===== config.mk =====
export PLATFORM = sky130hd
export DESIGN_NAME = nibble_addsub_seq
export DESIGN_NICKNAME = d
export VERILOG_FILES = /design/src/rtl/nibble_addsub_seq.sv
export SDC_FILE = /design/constraint.sdc
export NUM_CORES = 1
export LEC_CHECK = 0
export ABC_CLOCK_PERIOD_IN_PS = 2500
export BUFFER_PORTS_ARGS = -buffer_cell sky130_fd_sc_hd__buf_2
export CAP_MARGIN = 40
export CORE_ASPECT_RATIO = 0.75
export CORE_MARGIN = 2
export CORE_UTILIZATION = 51
export CTS_CLUSTER_SIZE = 25
export DETAILED_ROUTE_END_ITERATION = 8
export GPL_ROUTABILITY_DRIVEN = 1
export GPL_TIMING_DRIVEN = 0
export HOLD_SLACK_MARGIN = 0.02
export PLACE_DENSITY_LB_ADDON = 0.12
export REMOVE_ABC_BUFFERS = 1
export SYNTH_ARGS = -nofsm -noshare
export SYNTH_HDL_FRONTEND = slang
export SYNTH_SLANG_ARGS = --single-unit

===== constraint.sdc =====
create_clock -name clk -period 2.5 [get_ports clk]
set_input_delay 0.375 -clock clk [delete_from_list [all_inputs] [get_ports clk]]
set_output_delay 0.375 -clock clk [all_outputs]
set_load 0.02 [all_outputs]

===== src/rtl/nibble_addsub_seq.sv =====
// -----------------------------------------------------------------------------
// nibble_addsub_seq
//
// Multi-cycle add/subtract sequencer. A single 4-bit carry-lookahead slice is
// reused over NIBBLES cycles. Each cycle it processes one nibble of the latched
// operands, least-significant nibble first. Subtraction is done as
// a + ~b + 1: the inverted B operand and a carry-in of 1 are latched when the
// operation is accepted.
//
// Ports:
//   clk     in  1  rising-edge clock
//   rst_n   in  1  synchronous, active-low reset
//   start   in  1  request pulse, accepted only while idle
//   op_sub  in  1  0 = a+b, 1 = a-b (sampled with start)
//   a       in  W  operand A (sampled with start)
//   b       in  W  operand B (sampled with start)
//   busy    out 1  high from the cycle after acceptance through the done cycle
//   done    out 1  one-cycle pulse, result/cout/ovf valid
//   result  out W  sum or difference, held until the next done
//   cout    out 1  final carry out (for subtract: 1 = no borrow)
//   ovf     out 1  two's-complement signed overflow
//
// W = 4*NIBBLES. The legal range for NIBBLES is 2..8.
// -----------------------------------------------------------------------------
module nibble_addsub_seq #(
    parameter int NIBBLES = 4
) (
    input  logic                   clk,
    input  logic                   rst_n,
    input  logic                   start,
    input  logic                   op_sub,
    input  logic [4*NIBBLES-1:0]   a,
    input  logic [4*NIBBLES-1:0]   b,
    output logic                   busy,
    output logic                   done,
    output logic [4*NIBBLES-1:0]   result,
    output logic                   cout,
    output logic                   ovf
);

    localparam int W  = 4 * NIBBLES;
    localparam int IW = $clog2(NIBBLES);
    localparam logic [IW-1:0] LAST_IDX = IW'(NIBBLES - 1);

    typedef enum logic [1:0] {
        ST_IDLE = 2'd0,
        ST_RUN  = 2'd1,
        ST_DONE = 2'd2
    } state_e;

    state_e          state_q;
    logic [IW-1:0]   idx_q;
    logic            cy_q;
    logic [W-1:0]    opa_q;
    logic [W-1:0]    opb_q;
    logic [W-1:0]    acc_q;
    logic [W-1:0]    acc_d;
    logic [W-1:0]    result_q;
    logic            busy_q;
    logic            done_q;
    logic            cout_q;
    logic            ovf_q;

    // Shared slice signals
    logic [IW+1:0]   nib_base;
    logic [3:0]      nib_a;
    logic [3:0]      nib_b;
    logic [3:0]      nib_p;
    logic [3:0]      nib_g;
    logic            c1;
    logic            c2;
    logic            c3;
    logic            c4;
    logic [3:0]      nib_sum;

    // Carry-lookahead slice acting on the nibble selected by idx_q
    always_comb begin
        nib_base = {idx_q, 2'b00};
        nib_a    = opa_q[nib_base +: 4];
        nib_b    = opb_q[nib_base +: 4];
        nib_p    = nib_a ^ nib_b;
        nib_g    = nib_a & nib_b;
        c1 = nib_g[0] | (nib_p[0] & cy_q);
        c2 = nib_g[1] | (nib_p[1] & nib_g[0]) | (nib_p[1] & nib_p[0] & cy_q);
        c3 = nib_g[2] | (nib_p[2] & nib_g[1]) | (nib_p[2] & nib_p[1] & nib_g[0])
           | (nib_p[2] & nib_p[1] & nib_p[0] & cy_q);
        c4 = nib_g[3] | (nib_p[3] & nib_g[2]) | (nib_p[3] & nib_p[2] & nib_g[1])
           | (nib_p[3] & nib_p[2] & nib_p[1] & nib_g[0])
           | (nib_p[3] & nib_p[2] & nib_p[1] & nib_p[0] & cy_q);
        nib_sum = nib_p ^ {c3, c2, c1, cy_q};
    end

    // Accumulator with the current nibble merged in. The result register loads
    // this value directly, so the final nibble is already included on the
    // RUN->DONE edge.
    always_comb begin
        acc_d = acc_q;
        acc_d[nib_base +: 4] = nib_sum;
    end

    // Sequencer FSM and all registered state/outputs
    always_ff @(posedge clk) begin
        if (!rst_n) begin
            state_q  <= ST_IDLE;
            idx_q    <= '0;
            cy_q     <= 1'b0;
            opa_q    <= '0;
            opb_q    <= '0;
            acc_q    <= '0;
            result_q <= '0;
            busy_q   <= 1'b0;
            done_q   <= 1'b0;
            cout_q   <= 1'b0;
            ovf_q    <= 1'b0;
        end else begin
            case (state_q)
                ST_IDLE: begin
                    done_q <= 1'b0;
                    if (start) begin
                        opa_q   <= a;
                        opb_q   <= op_sub ? ~b : b;
                        // The carry-in of 1 completes the two's complement of B
                        cy_q    <= op_sub;
                        idx_q   <= '0;
                        acc_q   <= '0;
                        busy_q  <= 1'b1;
                        state_q <= ST_RUN;
                    end else begin
                        busy_q  <= 1'b0;
                        state_q <= ST_IDLE;
                    end
                end
                ST_RUN: begin
                    acc_q <= acc_d;
                    cy_q  <= c4;
                    if (idx_q == LAST_IDX) begin
                        idx_q    <= '0;
                        result_q <= acc_d;
                        cout_q   <= c4;
                        // Overflow: carry into the sign bit differs from carry out
                        ovf_q    <= c3 ^ c4;
                        done_q   <= 1'b1;
                        state_q  <= ST_DONE;
                    end else begin
                        idx_q    <= idx_q + IW'(1);
                        state_q  <= ST_RUN;
                    end
                end
                ST_DONE: begin
                    // A start seen in this cycle is deliberately dropped
                    done_q  <= 1'b0;
                    busy_q  <= 1'b0;
                    state_q <= ST_IDLE;
                end
                default: begin
                    done_q  <= 1'b0;
                    busy_q  <= 1'b0;
                    idx_q   <= '0;
                    state_q <= ST_IDLE;
                end
            endcase
        end
    end

    assign busy   = busy_q;
    assign done   = done_q;
    assign result = result_q;
    assign cout   = cout_q;
    assign ovf    = ovf_q;

endmodule


======== Yosys cells after proc, flatten, opt, wreduce, memory -nomap -nowiden ========
Index checks and enable logic that the tools add are counted.
storage, ports and cells
  flip-flop bits (word level) ............. 73
  bits in latches ......................... 0
  memory bits (writable) .................. 0
  bits in read-only memories .............. 0
  bits of input ports ..................... 36
  output and inout port bits .............. 20
  word-level logic and storage cells ...... 74
  memories kept ........................... 0
cells by class
  add/subtract/negate cells ............... 2
  $mul .................................... 0
  div/mod/pow operators ................... 0
  $lt $le $gt $ge ......................... 0
  equal/unequal tests ..................... 4
  shift operators ......................... 4
  multiplexer cells ....................... 14
  bitwise logic cells ..................... 32
  reduce and logical (&&, ||, !) cells .... 7
operators by type and width
  cell                                                  count
  2-to-1 mux 16 bit                                     2
  case mux 16 bit (2 select lines)                      1
  variable part select 16 x 5 -> 4 bit                  2
  AND 1 bit                                             16
  bitwise mux 16 bit                                    1
  NOT 16 bit                                            1
  variable shift 4 x 6 -> 16 bit, first input constant  1
  variable part select 4 x 6 -> 16 bit                  1
  bitwise OR 1 bit                                      10
  AND reduction 2 bit                                   5
  XOR 4 bit                                             2
  2-to-1 mux 2 bit                                      3
  negation 4 -> 6 bit                                   1
  case mux 2 bit (3 select lines)                       1
  AND 4 bit                                             1
  == test 2 bit, second input constant                  2
  case mux 1 bit (2 select lines)                       2
  case mux 2 bit (2 select lines)                       1
  2-to-1 mux 1 bit                                      3
  adder 2 x 1 -> 2 bit, second input constant           1
  == test 2 x 1 -> 1 bit, second input constant         1
  logical NOT 2 bit                                     1
  inequality test 2 bit, second input constant          1
  nonzero test 2 bit                                    1
  other kinds (2)                                       2

======== Logic depth before layout (Yosys ltp) ========
  depth after elaboration ................. 10
  depth in mapped cells ................... 7
  mapped depth without buffers ............ 6

======== Least setup slack after synthesis ========
OpenSTA, ideal clock, no wires.
  kind .................................... reg-to-reg
  start point ............................. register idx_q[0]
  end point ............................... register acc_q[15]
  library setup time ...................... 0.130 ns
  data arrival time ....................... 2.531 ns
  data required time ...................... 2.370 ns
  slack ................................... -0.160 ns
  cell stages (with the launch flop) ...... 8
  buffers on the path ..................... 1
  clock period less this slack ............ 2.660 ns
  cell sequence ........................... dfxtp_1 buf_2 mux4_2 ha_1 a211o_1 and3_4 o311ai_4 o2bb2ai_1
between the ends
  longest elaborated chain between the ends .. 10
  elaborated cells on any way between the ends .. 25
  classes of those cells .................. add/sub (1); shift (4); mux (2); bitwise (18)
RTL lines
  element                                                         line    source
  start, declared                                                 52      logic [IW-1:0] idx_q;
  start signal, assigned                                          145     idx_q <= idx_q + IW'(1);
  variable part select 16 x 5 -> 4 bit, on equally long branches  79, 80
  XOR 4 bit or AND 4 bit (tied branches)                          81, 82
  AND 1 bit, on equally long branches                             85, 86
  bitwise OR 1 bit (tied with other cells)                        85      c3 = nib_g[2] | (nib_p[2] & nib_g[1]) | (nib_p[2] & nib_p[1] & nib_g[0])
  bitwise OR 1 bit or AND 1 bit (tied branches)                   85, 86
  bitwise OR 1 bit                                                86      | (nib_p[2] & nib_p[1] & nib_p[0] & cy_q);
  XOR 4 bit                                                       90      nib_sum = nib_p ^ {c3, c2, c1, cy_q};
  variable part select 4 x 6 -> 16 bit                            98      acc_d[nib_base +: 4] = nib_sum;
  bitwise mux 16 bit *                                            98
  case mux 16 bit (2 select lines) *                              116     case (state_q)
  end signal, assigned                                            109     acc_q <= '0;
  end signal, assigned                                            125     acc_q <= '0;
  end signal, assigned                                            134     acc_q <= acc_d;
  end, declared                                                   56      logic [W-1:0] acc_q;
Mark *: on every way between the ends. The rest lies on a longest branch, timed or not.
A chain may end at the register's enable or synchronous reset.

======== Worst setup path in the final report ========
  start point ............................. register idx_q[0]
  end point ............................... register result_q[3] (netlist: result[3])
between the ends
  longest elaborated chain between the ends .. 9
  elaborated cells on any way between the ends .. 26
  classes of those cells .................. add/sub (1); eq/ne (1); shift (4); mux (1); bitwise (18); reduce/logical (1)
RTL lines
  element                                                         line    source
  variable part select 16 x 5 -> 4 bit, on equally long branches  79, 80
  XOR 4 bit or AND 4 bit (tied branches)                          81, 82
  AND 1 bit, on equally long branches                             85, 86
  bitwise OR 1 bit (tied with other cells)                        85
  bitwise OR 1 bit or AND 1 bit (tied branches)                   85, 86
  bitwise OR 1 bit                                                86
  XOR 4 bit                                                       90
  variable part select 4 x 6 -> 16 bit                            98
  bitwise mux 16 bit                                              98
  end signal, assigned                                            110     result_q <= '0;
  end signal, assigned                                            138     result_q <= acc_d;
  end, declared                                                   58      logic [W-1:0] result_q;
Several ways; a longest one is shown, not always the timed one.

==> impl.org <==
** Run status
- The flow ran to the end, and the final reports show no timing, DRC or antenna violations.

** Critical path
- Measured in cells, the most critical reg-to-reg path has a length of 8.
- On the worst path, the slowest cell contributes a delay of 0.57 ns.
- Critical Path Most Common Cell :: buf_12
- STA classifies the critical path startpoint as a register.
- Highest-delay cell along the critical path :: mux4_2
- Required time worst endpoint :: 2.73 ns
- Reg2Reg Launch Point :: idx_q[0]
- Reg-to-Reg End :: result[3]
- Sort of element at the end of the critical path :: register
- Ordered cell list for the critical path :: buf_12, mux4_2, ha_4, a211o_1, and3_4, o311ai_4, buf_12, o21ai_1
- The critical path is of the register to register type.
- Data arrival time of the critical path :: 2.67 ns
- In this run the worst path has a maximum fanout of 8.
- Minimum setup slack among reg-to-reg paths :: 0.06 ns

** Floorplanning
- In this run the horizontal extent of the chip is 98.95 um.
- Die Footprint :: 7442 um2
- CORE AREA :: 6412 um2
- Initial Utilization :: 53.78%
- The floorplan has 25 rows.
- Total I/O pin count :: 56
- Die outline height :: 75.21 um

** Pwr
- In this run the static leakage power is 1.898 nW.
- Total design power :: 2.610 mW
- IR analysis of the VDD net gives a maximum drop of 0.3931 mV.
- Total power divided by cell area :: 634.7 nW/um2

** Job
- The tool flagged a number of max-cap violations equal to 0.

** Timing
- Max Freq :: 409.1 MHz
- The count of final hold-check violations was 0.
- Between clock sinks in the finished design, the worst skew comes to 0.008384 ns.
- Post-layout min period :: 2.444 ns
- Relative slew slack :: 35.57%
- After layout, the worst path uses 97.77% of the clock period.
- Final count of pins violating max slew :: 0
- For the final routed database, the setup TNS stands at 0 ns.
- For the pin with the worst max-slew slack, the measured transition is 0.9655 ns.
- Count of endpoints failing setup in the final report :: 0
- Unrepaired setup endpoints after global routing :: false

** Global route
- Final global-route overflow total :: 0
- For this run, the total global-route usage over all layers was measured as 21.71%.
- The first global-routing pass estimated 12.47 mm of wire.
- Entering global routing, the biggest net connects 56 pins.
- The via count of the first global-routing pass was 2554.
- Number of antenna violations at the first check in global routing :: 0

** Worst hold path
- Worst hold-check path type :: input port to register
- The worst hold path was traced through 3 stages.
- Endpoint, Worst Hold :: opa_q[10]
- The startpoint identified for the worst hold timing path is a[10].

** Yosys
- Register bit count reported by yosys :: 73
- In the synthesized netlist the dominant register cell turns out to be dfxtp_1.
- Sequential elements use 42.38% of the synthesized area.
- The biggest area contributor in the post-synthesis netlist is dfxtp_1.
- Async set-reset flop share out of synthesis :: 0%
- Synthesis produced 357 cells.
- The mapped netlist covers 3448 um2.
- After synthesis, the cell types taking the most area are dfxtp_1 42%, nand2_1 7.8%, o211a_1 7.0%.
- Mean cell area of the mapped netlist :: 9.659 um2
- Distinct cell type count of the synthesized netlist :: 48
- Top-area cell type share of the netlist area :: 42.38%
- Warnings, synthesis :: 0
- Count of flip-flops with a built-in enable after synthesis :: 0

** Cells and area
- Share of cells above drive strength 1 :: 24.58%
- Number of nets in the final layout :: 458
- From synthesis to final layout, the design area changed by 19.23%.
- Number of antenna cells inserted :: 0

** Clock tree
- Clock tree root buffer cell :: clkbuf_8
- Deepest clock path buffer count :: 2
- After clock tree synthesis, the clock-pin slew on the worst setup and hold paths is 0.07 ns.
- For this design, the sink count on the clock tree is 73.
- Clock tree synthesis inserted a total of 9 buffers.
- For this design, the CTS-stage hold fixing added 0 buffers.
- Number of levels in the clock H-tree :: 3
- Clock insertion delay at the later pin of the skew report :: 0.35 ns
- CTS tree :: done

** Drt
- After detailed routing, the average wire length per cell comes to 15.19 um.
- For this block, the initial DRC count from the detailed router was 121.
- The detail route stage leaves a number of antenna-violating nets equal to 0.
- Dividing the detail-routed via count by the number of cells gives 5.583.
- DRC violations left :: 0
- After detailed routing, the total wire length is 7.535 mm.
- First-pass DRT Iterations :: 4
- Vias :: 2769

** Place
- Count of input and output buffers :: 55
- The wire-length estimate of the detail-placed layout is 5.162 mm.
- The congestion estimate from routability-driven global placement came to 0.8244.
## synthesized netlist by cell type (2+ instances only)
cell type and n:
a31oi_1 2, nor2_1 5, mux4_2 8, clkbuf_1 7
a22oi_1 10, dfxtp_1 73, xnor2_1 16, nand3b_1 3
o22ai_1 2, a32oi_1 2, o21ai_0 22, nand2_1 72
nand2b_1 2, a21boi_0 16, and4bb_2 3, nor2b_1 2
ha_1 11, a211o_1 2, a21o_1 2, nand3_1 5
and4_1 2, o21ai_1 3, buf_2 13, buf_4 4
o211a_1 24, a22o_1 3, a21oi_1 10, inv_1 8
o2bb2ai_1 6
## state kept, by name, summed over array words and instances (netlist names)
name / flops
busy: 1
cout: 1
result: 16
acc_q: 16
ovf: 1
done: 1
state_q: 2
cy_q: 1
opa_q: 16
idx_q: 2
opb_q: 16
## timing repair
action / in CTS / in global routing
pin swaps: 1 / 1
endpoints found under the setup margin: 32 / 16
gates resized for setup: 6 / 2
buffers inserted: 4 / 3
endpoints found under the hold margin: 0 / 0
## power by group
part	switching, mW	internal (mW)	leakage [nW]
clock network	0.427	0.557	0.106
logic	0.203	0.186	1.20
registers	0.0304	1.21	0.596
## kinds of logic after synthesis
kind of cell    Yosys count  synth area share, %
compound gates          108                23.77
xor+xnor                 17                4.318
fa+ha+maj                12                4.572
buf+inv                  32                4.391
flops                    73                42.38
mux                       9                5.515
simple gates            106                15.06
## how the worst max path moves through the flow
stage              from  cells past startpoint        end  slack [ns]
3_3_place_gp   idx_q[0]                      6  acc_q[11]       -0.62
6_report       idx_q[0]                      8  result[3]        0.06
3_5_place_dp   idx_q[0]                      7  acc_q[11]       -0.46
4_1_cts        idx_q[0]                      8  result[1]       -0.02
2_1_floorplan  idx_q[0]                      6  acc_q[15]       -0.21
5_1_grt        idx_q[0]                      8  result[3]        0.01
## critical path: cells and delay by family (launching register included)
family          cells  cell delay (ns)
mux                 1             0.57
buf+inv             2             0.28
flops               1             0.38
compound gates      3             0.61
simple gates        1             0.20
fa+ha+maj           1             0.28
## cell type report
cell class              count  area (um2)
repair buffers             66       435.4
clock buffers              10       127.6
fillers                   576        2301
clock inverters             6       82.58
flip-flops and latches     73        1466
inverters                   8       30.03
multi-input cells         252        1868
well taps                  81       101.3
## metrics by stage
step / area [um2] / util [%] / cells / hold WS [ns] / setup slack (ns)
final: 4111 / 64.12 / 496 / 0.2695 / 0.05587
after detailed placement: 3777 / 58.91 / 473 / 0.4451 / -0.4580
after CTS: 4076 / 63.57 / 493 / 0.2540 / -0.01787
after global routing: 4111 / 64.12 / 496 / 0.2666 / 0.01197
after floorplan: 3327 / - / 333 / 0.4248 / -0.2071
after global placement: 3704 / 57.76 / 469 / 0.4346 / -0.6218
## routing by layer
metal / vias up / share of wire [%] / GRT usage (%)
met4: 0 / 1.7 / 7.915
met5: - / 0 / 0
met1: 1297 / 48 / 29.97
met2: 63 / 45 / 32.36
met3: 13 / 5.6 / 6.871
li1: 1396 / - / -
## layout by cell type, fill, tap and decap left out, types with 9 or more instances in the layout
master	n
xnor2_1	16
dfxtp_1	71
buf_2	55
o21ai_0	22
a21oi_1	10
clkbuf_8	9
o211a_1	24
a22oi_1	10
a21boi_0	16
nand2_1	72
ha_1	9
Power figures use the tool's default switching activity.
